$ cat src/rtl/lsu.sv
// Load/store unit: turns an ALU effective address and rs2 into one req/ack
// memory transaction, stalling the core until a registered completion pulse.
module lsu #(
    parameter int unsigned TIMEOUT = 255
) (
    input  logic        clk,
    input  logic        rst,
    input  logic        valid_i,
    input  logic        we_i,
    input  logic [1:0]  size_i,
    input  logic        uns_i,
    input  logic [31:0] addr_i,
    input  logic [31:0] wdata_i,
    output logic        busy_o,
    output logic        done_o,
    output logic [31:0] rdata_o,
    output logic        err_o,
    output logic        mem_req_o,
    output logic        mem_we_o,
    output logic [31:0] mem_addr_o,
    output logic [3:0]  mem_be_o,
    output logic [31:0] mem_wdata_o,
    input  logic        mem_ack_i,
    input  logic [31:0] mem_rdata_i
);

    typedef enum logic [1:0] {IDLE, REQ, DONE} state_e;

    localparam logic [7:0] LAST_WAIT = 8'(TIMEOUT - 1);

    state_e      state_q, state_d;
    logic [7:0]  cnt_q, cnt_d;
    logic        we_q, we_d;
    logic [1:0]  size_q, size_d;
    logic        uns_q, uns_d;
    logic [1:0]  lane_q, lane_d;
    logic        busy_q, busy_d;
    logic        done_q, done_d;
    logic        err_q, err_d;
    logic [31:0] rdata_q, rdata_d;
    logic        req_q, req_d;
    logic        mem_we_q, mem_we_d;
    logic [31:0] mem_addr_q, mem_addr_d;
    logic [3:0]  be_q, be_d;
    logic [31:0] wdata_q, wdata_d;

    function automatic logic [3:0] lane_enables(input logic [1:0] sz, input logic [1:0] a);
        case (sz)
            2'b00:   return 4'b0001 << a;
            2'b01:   return a[1] ? 4'b1100 : 4'b0011;
            default: return 4'b1111;
        endcase
    endfunction

    function automatic logic [31:0] replicate(input logic [1:0] sz, input logic [31:0] w);
        case (sz)
            2'b00:   return {4{w[7:0]}};
            2'b01:   return {2{w[15:0]}};
            default: return w;
        endcase
    endfunction

    function automatic logic [31:0] extend(input logic [1:0] sz, input logic [1:0] a,
                                           input logic u, input logic [31:0] w);
        logic [7:0]  b;
        logic [15:0] h;
        b = 8'(w >> {a, 3'b000});
        h = a[1] ? w[31:16] : w[15:0];
        case (sz)
            2'b00:   return u ? {24'b0, b} : {{24{b[7]}}, b};
            2'b01:   return u ? {16'b0, h} : {{16{h[15]}}, h};
            default: return w;
        endcase
    endfunction

    // NOTE: every _d gets a default before the case so no path leaves it
    // unassigned; otherwise synthesis infers a latch.
    always_comb begin
        state_d    = state_q;
        cnt_d      = cnt_q;
        we_d       = we_q;
        size_d     = size_q;
        uns_d      = uns_q;
        lane_d     = lane_q;
        busy_d     = busy_q;
        done_d     = 1'b0;
        err_d      = 1'b0;
        rdata_d    = rdata_q;
        req_d      = req_q;
        mem_we_d   = mem_we_q;
        mem_addr_d = mem_addr_q;
        be_d       = be_q;
        wdata_d    = wdata_q;

        case (state_q)
            IDLE: begin
                if (valid_i) begin
                    we_d   = we_i;
                    size_d = size_i;
                    uns_d  = uns_i;
                    lane_d = addr_i[1:0];
                    busy_d = 1'b1;
                    if (size_i == 2'b11 || (size_i == 2'b01 && addr_i[0]) ||
                        (size_i == 2'b10 && addr_i[1:0] != 2'b00)) begin
                        state_d = DONE;
                        done_d  = 1'b1;
                        err_d   = 1'b1;
                        rdata_d = '0;
                    end else begin
                        state_d    = REQ;
                        cnt_d      = '0;
                        req_d      = 1'b1;
                        mem_we_d   = we_i;
                        mem_addr_d = {addr_i[31:2], 2'b00};
                        be_d       = lane_enables(size_i, addr_i[1:0]);
                        wdata_d    = replicate(size_i, wdata_i);
                    end
                end
            end
            REQ: begin
                // An ack in the final wait cycle takes priority over the timeout.
                if (mem_ack_i) begin
                    state_d = DONE;
                    done_d  = 1'b1;
                    req_d   = 1'b0;
                    rdata_d = we_q ? 32'h0 : extend(size_q, lane_q, uns_q, mem_rdata_i);
                end else if (cnt_q == LAST_WAIT) begin
                    state_d = DONE;
                    done_d  = 1'b1;
                    err_d   = 1'b1;
                    req_d   = 1'b0;
                    rdata_d = '0;
                end else begin
                    cnt_d = cnt_q + 8'd1;
                end
            end
            DONE: begin
                state_d = IDLE;
                busy_d  = 1'b0;
            end
            default: state_d = IDLE;
        endcase
    end

    // NOTE: sequential state uses non-blocking assignments so every register
    // samples its pre-edge value regardless of statement order.
    always_ff @(posedge clk) begin
        if (rst) begin
            state_q    <= IDLE;
            cnt_q      <= '0;
            we_q       <= 1'b0;
            size_q     <= '0;
            uns_q      <= 1'b0;
            lane_q     <= '0;
            busy_q     <= 1'b0;
            done_q     <= 1'b0;
            err_q      <= 1'b0;
            rdata_q    <= '0;
            req_q      <= 1'b0;
            mem_we_q   <= 1'b0;
            mem_addr_q <= '0;
            be_q       <= '0;
            wdata_q    <= '0;
        end else begin
            state_q    <= state_d;
            cnt_q      <= cnt_d;
            we_q       <= we_d;
            size_q     <= size_d;
            uns_q      <= uns_d;
            lane_q     <= lane_d;
            busy_q     <= busy_d;
            done_q     <= done_d;
            err_q      <= err_d;
            rdata_q    <= rdata_d;
            req_q      <= req_d;
            mem_we_q   <= mem_we_d;
            mem_addr_q <= mem_addr_d;
            be_q       <= be_d;
            wdata_q    <= wdata_d;
        end
    end

    assign busy_o      = busy_q;
    assign done_o      = done_q;
    assign err_o       = err_q;
    assign rdata_o     = rdata_q;
    assign mem_req_o   = req_q;
    assign mem_we_o    = mem_we_q;
    assign mem_addr_o  = mem_addr_q;
    assign mem_be_o    = be_q;
    assign mem_wdata_o = wdata_q;

endmodule

$ cat config.mk
export PLATFORM = sky130hd
export DESIGN_NAME = lsu
export DESIGN_NICKNAME = d
export VERILOG_FILES = /design/src/rtl/lsu.sv
export SDC_FILE = /design/constraint.sdc
export NUM_CORES = 1
export LEC_CHECK = 0
export BUFFER_PORTS_ARGS = -buffer_cell sky130_fd_sc_hd__clkbuf_2
export CAP_MARGIN = 5
export CORE_ASPECT_RATIO = 0.8
export CORE_MARGIN = 1.5
export CORE_UTILIZATION = 43
export DETAILED_ROUTE_END_ITERATION = 8
export GPL_TIMING_DRIVEN = 0
export PLACE_DENSITY = 0.82
export SYNTH_ARGS = -nofsm -noshare
export SYNTH_HDL_FRONTEND = slang
export SYNTH_SLANG_ARGS = --single-unit
$ cat constraint.sdc
create_clock -name clk -period 1.8 [get_ports clk]
set_input_delay 0.45 -clock clk [delete_from_list [all_inputs] [get_ports clk]]
set_output_delay 0.45 -clock clk [all_outputs]
set_load 0.03 [all_outputs]
==> impl_metrics.csv <==
group,metric,value,unit
flow_run,cap_violations,0,
clock_tree,h-tree-depth,4,
synth,yosysWarnings,0,
floorplan,die_height,100.1,um
timing,fmax,566.9,MHz
floorplan,initial_core_util,44.04,%
pwr,pwr-share-clk,47.0,%
synth,yosys.cell_types.count,52,
routing,wirelength,16010,um
outcome,status,"finished, final reports clean",
place,preCtsSetupSlack,-469.6,ps
clock_tree,clock_latency,410,ps
setup_path,cp.arrival,2060,ps
timing,fin_crit_sh,98.00,%
final_layout,insertedDiodeCount,0,
synth,synth_edf_count,0,
routing,viasPerCell,5.453,
timing,finalHoldViolations,0,
clock_tree,ctsHoldBuffers,0,
global_route,track_usage,24.73,%
floorplan,core_area,11520,um2
place,dp.cells,947,
synth,yosys.area.top_type,"dfxtp_1",
synth,yosys-top-cells-area,"dfxtp_1, nand2_1, a21oi_1, mux2i_1, nor2_1",
pwr,p_leak,3.257,nW
place,placed_cell_area,6287,um2
final_layout,areaGrowthSynthToFinish,40.65,%
timing,timing.hold.ws,252.1,ps
pwr,netSwitchingFraction,27.29,%
pwr,ir_worst_vdd,0.7672,mV
routing,firstDrtPassIters,5,
pwr,seqPwrFrac,37.4,%
routing,vias,5360,
synth,ys.flop_type,"dfxtp_1",
synth,ys_seq_area_share,46.97,%
routing,route.detailed.drc,0,
pwr,comb_power_share,15.6,%
timing,period_needed,1764,ps
final_layout,layout.nets,928,
place,io_buffer_count,205,
synth,synth_top_area_share,46.97,%
final_layout,layout.cells.non_filler,983,
global_route,grt_pass1_vias,4882,
final_layout,final_util,61.94,%
timing,finalWorstSetupSlack,36.07,ps
setup_path,worst-path-max-fanout,6,
timing,clock_skew,9.537,ps
place,dp_hpwl,11280,um
timing,slew_viol_final,0,
synth,syn_area,5072,um2
pwr,p_int,5.528,mW
timing,worst_pin_slew,680.0,ps
routing,detail_route.wl_per_cell,16.28,um
setup_path,endpoint_kind,"flop",
final_layout,finalInstanceArea,7134,um2
global_route,antenna_found_initial,0,
clock_tree,cts_root_buffer,"clkbuf_16",
routing,first_iter_violations,387,
floorplan,die_w,124.4,um
floorplan,die_area,12460,um2
global_route,grt_pass1_wl,24580,um
global_route,globalRouteOverflowTotal,0,
setup_path,required,2090,ps
pwr,power,7.604,mW
synth,postSynth.asyncResetShare,0,%
pwr,p_sw,2.075,mW
synth,synth-seq-cells,119,
clock_tree,cts_tree,"yes",
timing,setup-tns-final,0,ps
clock_tree,cts_inserted_buffers,17,
routing,antenna_left,0,
clock_tree,cts.clk_slew.worst_paths,60,ps
hold_path,hold_class,"primary input to flop",
floorplan,rows,35,
setup_path,crit_type,"flop to flop",
synth,syn_inst,593,
synth,avgSynthCellArea,8.554,um2
final_layout,layout-drive-gt1-share,37.25,%
timing,slew-limit-headroom,54.66,%
setup_path,worst_setup_path_start_kind,"flop",
timing,setup_violations,0,
clock_tree,cts_sinks,119,
pwr,power_density,1066,nW/um2
place,gp_congestion,0.8426,
floorplan,ios,209,
global_route,grt_max_degree,17,
clock_tree,cts_buffer_depth,2,
==> flip-flops by register name (all words and copies together), names as in the netlist, 2 cells and up <==
name / flops
mem_wdata_o: 32
size_q: 2
mem_be_o: 4
state_q: 2
lane_q: 2
rdata_o: 32
mem_addr_o: 30
cnt_q: 8
==> path summary, 6_finish.rpt <==
check | from | to | slack, ps | cells past startpoint
min reg2reg | rdata_o[9] | rdata_o[9] | 450 | 1
min | addr_i[15] | mem_addr_o[15] | 250 | 3
max | cnt_q[4] | rdata_o[21] | 40 | 5
max reg2reg | cnt_q[4] | rdata_o[21] | 40 | 5
==> cell type report <==
| class | count | area [um2] |
|---|---|---|
| buffer | 46 | 261.5 |
| clock buffer | 20 | 446.7 |
| clock inverter | 12 | 176.4 |
| fill | 955 | 4383 |
| inverter | 12 | 45.04 |
| multi-input combinational | 415 | 2562 |
| sequential | 119 | 2389 |
| tap | 148 | 185.2 |
| timing repair buffer | 211 | 1069 |
==> placed cells by master (no fill, tap or decap), drive strengths merged, types with 3 or more instances in the layout <==
cell,n
clkbuf,255
dfxtp,119
nand2,113
a21oi,63
nor2,56
o21ai,23
mux2i,22
buf,22
a221o,16
a211oi,15
a21o,14
inv,12
a311oi,9
mux2,9
nor3,9
o22ai,7
a221oi,7
nand2b,6
a2111oi,6
clkinv,6
bufinv,4
and3,3
nor2b,3
xnor2,3
nand3,3
==> power groups by stage <==
stage	registers, mW	logic [mW]	clock network, mW
detailed placement	2.90	1.10	0
global route	2.86	1.28	3.72
global placement	2.90	1.09	0
CTS	2.84	1.12	3.60
floorplan	3.12	0.477	0
finish	2.85	1.18	3.57
==> logic make-up after synthesis <==
family / share of synthesized area, %
flip-flops: 46.97
XOR/XNOR: 0.5181
buffers and inverters: 5.328
adder cells (fa/ha/maj): 0.4933
AND/OR/NAND/NOR: 17.66
AO/OA/AOI/OAI: 22.62
other: 0.07393
multiplexers: 6.339
==> cells in the mapped netlist, drive strengths merged, types with 3 or more instances <==
master   instances
clkbuf          26
a2111oi          6
a21oi           63
o22ai            7
dfxtp          119
nor2            56
nand2b           6
o21ai           23
nor3             9
and3             3
xnor2            3
nand3            3
a311oi           9
nand2          113
buf             22
a21o            14
inv             12
a211oi          15
nor2b            3
a221oi           7
mux2             9
a221o           16
mux2i           22
==> worst max-delay path: stages, from the launching register on <==
cell	delay, ps
dfxtp_1	430
nand4_1	250
o21ai_4	270
a31oi_4	160
buf_2	210
a221o_2	330
==> what timing repair did <==
action                     CTS  global route
buffers inserted             2             3
setup endpoints to repair   99            95
pin swaps                    2             6
cloned                       0             1
gates resized for setup     20            41
==> per-layer routing <==
| layer | track usage, % | share of wire [%] |
|---|---|---|
| met1 | 30.72 | 42 |
| met2 | 40.91 | 47 |
| met3 | 7.889 | 9.3 |
| met4 | 8.488 | 1.6 |
| met5 | 0 | 0 |
Note: power is estimated with default switching activity, not from simulation.
